**config.mk**
```make
export PLATFORM = sky130hd
export DESIGN_NAME = mac4_stream
export DESIGN_NICKNAME = d
export VERILOG_FILES = /design/src/rtl/mac4_stream.sv
export SDC_FILE = /design/constraint.sdc
export NUM_CORES = 1
export LEC_CHECK = 0
export BUFFER_PORTS_ARGS = -buffer_cell sky130_fd_sc_hd__buf_4
export CORE_MARGIN = 2
export CORE_UTILIZATION = 35
export DETAILED_ROUTE_END_ITERATION = 12
export PLACE_DENSITY_LB_ADDON = 0.25
export RECOVER_POWER = 100
export SYNTH_ARGS = -nofsm -noshare
export SYNTH_HDL_FRONTEND = slang
export SYNTH_SLANG_ARGS = --single-unit
```
**constraint.sdc**
```tcl
create_clock -name clk -period 5.6 [get_ports clk]
set_input_delay 1.68 -clock clk [delete_from_list [all_inputs] [get_ports clk]]
set_output_delay 1.68 -clock clk [all_outputs]
set_load 0.05 [all_outputs]
```
**src/rtl/mac4_stream.sv**
```systemverilog
// Streaming 4x4 multiply-accumulate: a 2-stage valid/ready pipeline that sums
// TERMS consecutive unsigned products into one ACC_W-bit result with an overflow flag.

module mul4 (
    input  logic [3:0] a,
    input  logic [3:0] b,
    output logic [7:0] p
);
    always_comb begin
        p = '0;
        for (int i = 0; i < 4; i++) begin
            if (b[i]) p = p + (8'(a) << i);
        end
    end
endmodule

module mac4_stream #(
    parameter int ACC_W = 16,
    parameter int TERMS = 4
) (
    input  logic             clk,
    input  logic             reset_n,
    input  logic             clear,
    input  logic             in_valid,
    output logic             in_ready,
    input  logic [3:0]       in_a,
    input  logic [3:0]       in_b,
    output logic             out_valid,
    input  logic             out_ready,
    output logic [ACC_W-1:0] out_sum,
    output logic             out_ovf
);
    localparam int CNT_W = (TERMS > 1) ? $clog2(TERMS) : 1;

    typedef struct packed {
        logic       vld;
        logic [3:0] a;
        logic [3:0] b;
    } s1_t;

    typedef struct packed {
        logic             vld;
        logic [ACC_W-1:0] sum;
        logic             ovf;
    } res_t;

    s1_t              s1_q, s1_d;
    res_t             res_q, res_d;
    logic [ACC_W-1:0] acc_q, acc_d;
    logic             acc_ovf_q, acc_ovf_d;
    logic [CNT_W-1:0] cnt_q, cnt_d;

    logic [7:0]       p;
    logic [ACC_W:0]   sum_full;
    logic             final_t, s2_go, load;

    mul4 u_mul (.a(s1_q.a), .b(s1_q.b), .p(p));

    always_comb begin
        sum_full = {1'b0, acc_q} + (ACC_W+1)'(p);
        final_t  = s1_q.vld && (cnt_q == CNT_W'(TERMS - 1));
        // A final term only moves when the output slot is free or being retired.
        s2_go    = s1_q.vld && (!final_t || !res_q.vld || out_ready);
        in_ready = !s1_q.vld || s2_go;
        load     = s2_go && final_t && !clear;

        s1_d      = s1_q;
        res_d     = res_q;
        acc_d     = acc_q;
        acc_ovf_d = acc_ovf_q;
        cnt_d     = cnt_q;

        if (in_valid && in_ready) begin
            s1_d.vld = 1'b1;
            s1_d.a   = in_a;
            s1_d.b   = in_b;
        end else if (s2_go) begin
            s1_d.vld = 1'b0;
        end

        if (s2_go && !final_t) begin
            acc_d     = sum_full[ACC_W-1:0];
            acc_ovf_d = acc_ovf_q | sum_full[ACC_W];
            cnt_d     = cnt_q + CNT_W'(1);
        end else if (s2_go && final_t) begin
            acc_d     = '0;
            acc_ovf_d = 1'b0;
            cnt_d     = '0;
        end

        if (load) begin
            res_d.vld = 1'b1;
            res_d.sum = sum_full[ACC_W-1:0];
            res_d.ovf = acc_ovf_q | sum_full[ACC_W];
        end else if (res_q.vld && out_ready) begin
            res_d.vld = 1'b0;
        end

        // Flush drops the partial set and whatever sits in or enters stage 1,
        // but leaves a completed result untouched.
        if (clear) begin
            s1_d.vld  = 1'b0;
            acc_d     = '0;
            acc_ovf_d = 1'b0;
            cnt_d     = '0;
        end
    end

    always_ff @(posedge clk) begin
        if (!reset_n) begin
            s1_q      <= '0;
            res_q     <= '0;
            acc_q     <= '0;
            acc_ovf_q <= 1'b0;
            cnt_q     <= '0;
        end else begin
            s1_q      <= s1_d;
            res_q     <= res_d;
            acc_q     <= acc_d;
            acc_ovf_q <= acc_ovf_d;
            cnt_q     <= cnt_d;
        end
    end

    assign out_valid = res_q.vld;
    assign out_sum   = res_q.sum;
    assign out_ovf   = res_q.ovf;
endmodule

```
==> results.toml <==
[setup_path]
worst-path-buf-inv = 1
path_max_fanout = 5
timing.critical_path.arrival_ns = 5.43
crit_required_ns = 5.83
endpoint_kind = "flip-flop"
worst_path_most_repeated_cell = "sky130_fd_sc_hd__ha_1"
worstPathCellList = "and2_1 > ha_1 > inv_1 > fa_1 > xnor2_1 > nand2_1 > xor2_2 > ha_1 > a21oi_2 > o22ai_1 > a211oi_2 > xnor2_1 > mux2_4 > ha_1 > xnor2_1 > mux2_2 > ha_1 > and3_1 > a221oi_4 > o21ai_2 > and3_1 > nand2b_1 > a31oi_1"
slowest_stage = "sky130_fd_sc_hd__fa_1"
crit_path_max_cell_delay_ns = 0.40
critical_path.top_delay_family = "adder cells"
critPathKind = "flip-flop to flip-flop"
worst_setup_path_start_kind = "flip-flop"

[clock_network]
tritoncts.num_buffers = 5
cts_max_level = 2
clock_transition_at_the_registers_of_the_reported_paths_ns = 0.09
cts_setup_buffers = 0
cts-root-to-sink-buffers = 2
numClockSinks = 46
insertion_delay_ns = 0.30
cts_tree = "built"
clock-root-buffer = "sky130_fd_sc_hd__clkbuf_8"

[synthesis]
synth_cells = 331
synth_largest_area_cell = "sky130_fd_sc_hd__dfxtp_1"
synth_fa_ha_area_share_pct = 11.3
synth_largest_type_area_fraction_pct = 33.1
post_synth_and_or_nand_nor_area_fraction_pct = 17.5
muxShareOfSynthArea_pct = 3.64
postSynthNetCount = 366
ys_seq_area_share_pct = 33.1
xor_xnor_share_of_the_synthesized_area_pct = 6.29
synth-seq-cells = 46
synth_warnings = 0
post_synth_num_cell_types = 44
post_synth.cell_area_avg_um2 = 8.41
synth_top_cells_by_area = "sky130_fd_sc_hd__dfxtp_1 33%, sky130_fd_sc_hd__ha_1 8.1%, sky130_fd_sc_hd__xnor2_1 5.4%"
synth_compound_gate_area_share_pct = 23.7
synth_top_family_by_area = "compound AO/OA/AOI/OAI gates"
synth_area_um2 = 2780

[die]
floorplan.initialDensity_pct = 36.0
die_area_um2 = 8680
die_w_um = 93.2
design.portCount = 32
die_height_um = 93.2
core_area_um2 = 7730
rows = 32

[global_route]
antenna_found_initial = 0
global_route_wire_length_before_repair_mm = 10.7
grt_start_max_net_pins = 29
grt.overflow.total = 0
grt_pass1_vias = 2269
globalRouteTotalUtil_pct = 15.2

[routing]
route.vias.total = 2349
drc_violation_count_after_routing = 0
detail_route.iter0.violations = 68
totalWireLength_mm = 6.09
drt-vias-per-instance = 5.11
detail_route.wl_per_cell_um = 13.2
drt_first_pass_iters = 4
drt.antenna.violating_nets = 0

[place]
gp_routability_congestion = 0.767
placed_cells_incl_taps = 452
io_buffers = 31
place_hpwl_mm = 4.50

[pwr]
power.density_cell_area_nw_per_um2 = 202
leakagePower_uw = 0.00122
ir_drop_mv = 0.106

[final_layout]
register_area_um2 = 921
multi_input_comb_area_um2 = 1780
final_cell_count_no_fill = 460
diodes = 0
final_nets = 392
drive_above_1_share_pct = 10.9
synthToLayoutAreaGrowth_pct = 14.0
layout.cells.most_common = "sky130_fd_sc_hd__dfxtp_1"
fillCellCount = 787
mostFrequentLayoutCells = "46 x sky130_fd_sc_hd__dfxtp_1, 38 x sky130_fd_sc_hd__nand2_1, 27 x sky130_fd_sc_hd__a21oi_1"

[sta]
final.setup_skew_ns = 0.00821
number_of_endpoints_failing_setup_at_the_final_stage = 0
count_of_pins_over_their_slew_limit = 0
relSlewSlack_pct = 45.3
timing.final.hold_violations = 0
hold_ws_ns = 0.466
worstMarginPinSlew_ns = 0.818
clock.fmax_ghz = 0.193
rsz0062_at_grt = "no"
post-route-period-util_pct = 92.7
layout_min_cycle_time_ns = 5.19
timing.setup.tns_ns = 0

[job]
max_cap_viol_count = 0

[outcome]
status = "complete, no violations"

[worst_hold_path]
hold_path_class = "flip-flop to flip-flop"
==> where the power goes <==
part / switching, uW / leakage [uW] / internal, uW / total [uW]
sequential: 5.70 / 0.000372 / 331 / 336
combinational: 30.5 / 0.000795 / 24.9 / 55.4
clock: 116 / 0.0000514 / 133 / 250
total: 152 / 0.00122 / 489 / 641
==> metal layers <==
layer  GRT usage (%)  vias up  part of all wire (%)
met1            20.8     1086                    50
met2            24.0       38                    46
met3            2.98        6                   3.2
li1                -     1219                     -
met4            4.90        0                   1.1
met5               0        -                     0
==> what timing repair did <==
action | CTS | global route
hold buffers | 0 | 0
setup endpoints to repair | 0 | 14
gates resized for setup | 0 | 5
==> Yosys cell counts (all sizes together) <==
master	n
and2	6
o211ai	1
a21oi	29
a32o	1
mux2	6
maj3	1
or3	3
a221oi	1
nor2b	5
nand2	38
buf	5
a22oi	9
inv	11
dfxtp	46
nor3	3
mux2i	3
o22ai	3
xnor2	17
nand3	13
and3	2
a21o	7
nand4b	1
nor3b	2
fa	4
and4	1
a211oi	1
a31oi	8
nand4	2
xor2	3
nor2	19
o21ai	20
a21boi	17
clkbuf	12
nand3b	1
ha	18
o21a	5
nand2b	6
a21bo	1
==> cells by family (layout without fill, tap and decap cells) <==
logic type | after synthesis | in the layout
simple gates | 102 | 102
buf+inv | 28 | 55
compound gates | 103 | 103
flops | 46 | 46
fa+ha+maj | 23 | 23
mux | 9 | 9
xor+xnor | 20 | 20
==> worst reg2reg max path, stage by stage, from the launching register on <==
cell                       delay (ns)
sky130_fd_sc_hd__dfxtp_1         0.37
sky130_fd_sc_hd__and2_1          0.16
sky130_fd_sc_hd__ha_1            0.19
sky130_fd_sc_hd__inv_1           0.07
sky130_fd_sc_hd__fa_1            0.41
sky130_fd_sc_hd__xnor2_1         0.15
sky130_fd_sc_hd__nand2_1         0.10
sky130_fd_sc_hd__xor2_2          0.18
sky130_fd_sc_hd__ha_1            0.30
sky130_fd_sc_hd__a21oi_2         0.20
sky130_fd_sc_hd__o22ai_1         0.11
sky130_fd_sc_hd__a211oi_2        0.24
sky130_fd_sc_hd__xnor2_1         0.09
sky130_fd_sc_hd__mux2_4          0.27
sky130_fd_sc_hd__ha_1            0.32
sky130_fd_sc_hd__xnor2_1         0.13
sky130_fd_sc_hd__mux2_2          0.27
sky130_fd_sc_hd__ha_1            0.37
sky130_fd_sc_hd__and3_1          0.22
sky130_fd_sc_hd__a221oi_4        0.31
sky130_fd_sc_hd__o21ai_2         0.14
sky130_fd_sc_hd__and3_1          0.24
sky130_fd_sc_hd__nand2b_1        0.15
sky130_fd_sc_hd__a31oi_1         0.16
==> sequential cells by signal, summed over array words and instances (netlist names) <==
signal / cells
s1_q: 9
out_valid: 1
acc_ovf_q: 1
out_sum: 16
out_ovf: 1
cnt_q: 2
acc_q: 16
==> worst paths after layout <==
path / endpoint / slack, ns / depth (start not counted) / from
worst min-delay path: out_sum[4]$_SDFFE_PN0P_ / 0.47 / 2 / out_sum[4]$_SDFFE_PN0P_
worst max-delay path: acc_q[10]$_SDFFE_PP0P_ / 0.41 / 23 / s1_q[5]$_SDFFE_PN0P_
worst min register to register: out_sum[4]$_SDFFE_PN0P_ / 0.47 / 2 / out_sum[4]$_SDFFE_PN0P_
worst max register to register: acc_q[10]$_SDFFE_PP0P_ / 0.41 / 23 / s1_q[5]$_SDFFE_PN0P_
==> layout make-up <==
type / count / share of cell area (%)
clock buffers: 6 / 2.29
clock inverters: 2 / 1.18
inverters: 11 / 1.30
multi-input cells: 257 / 56.0
flip-flops and latches: 46 / 29.0
well taps: 102 / 4.02
repair buffers: 36 / 6.15
==> through the flow <==
| stage | setup WS (ns) | instance area, um2 | utilization [%] | power (uW) |
|---|---|---|---|---|
| after floorplan | 0.659 | 2780 | - | 382 |
| after global placement | 0.337 | 3100 | 40.2 | 398 |
| after detailed placement | 0.267 | 3100 | 40.2 | 399 |
| after CTS | 0.225 | 3210 | 41.6 | 647 |
| after global routing | 0.0125 | 3170 | 41.0 | 670 |
| final | 0.407 | 3170 | 41.0 | 641 |
Power figures use the tool's default switching activity.
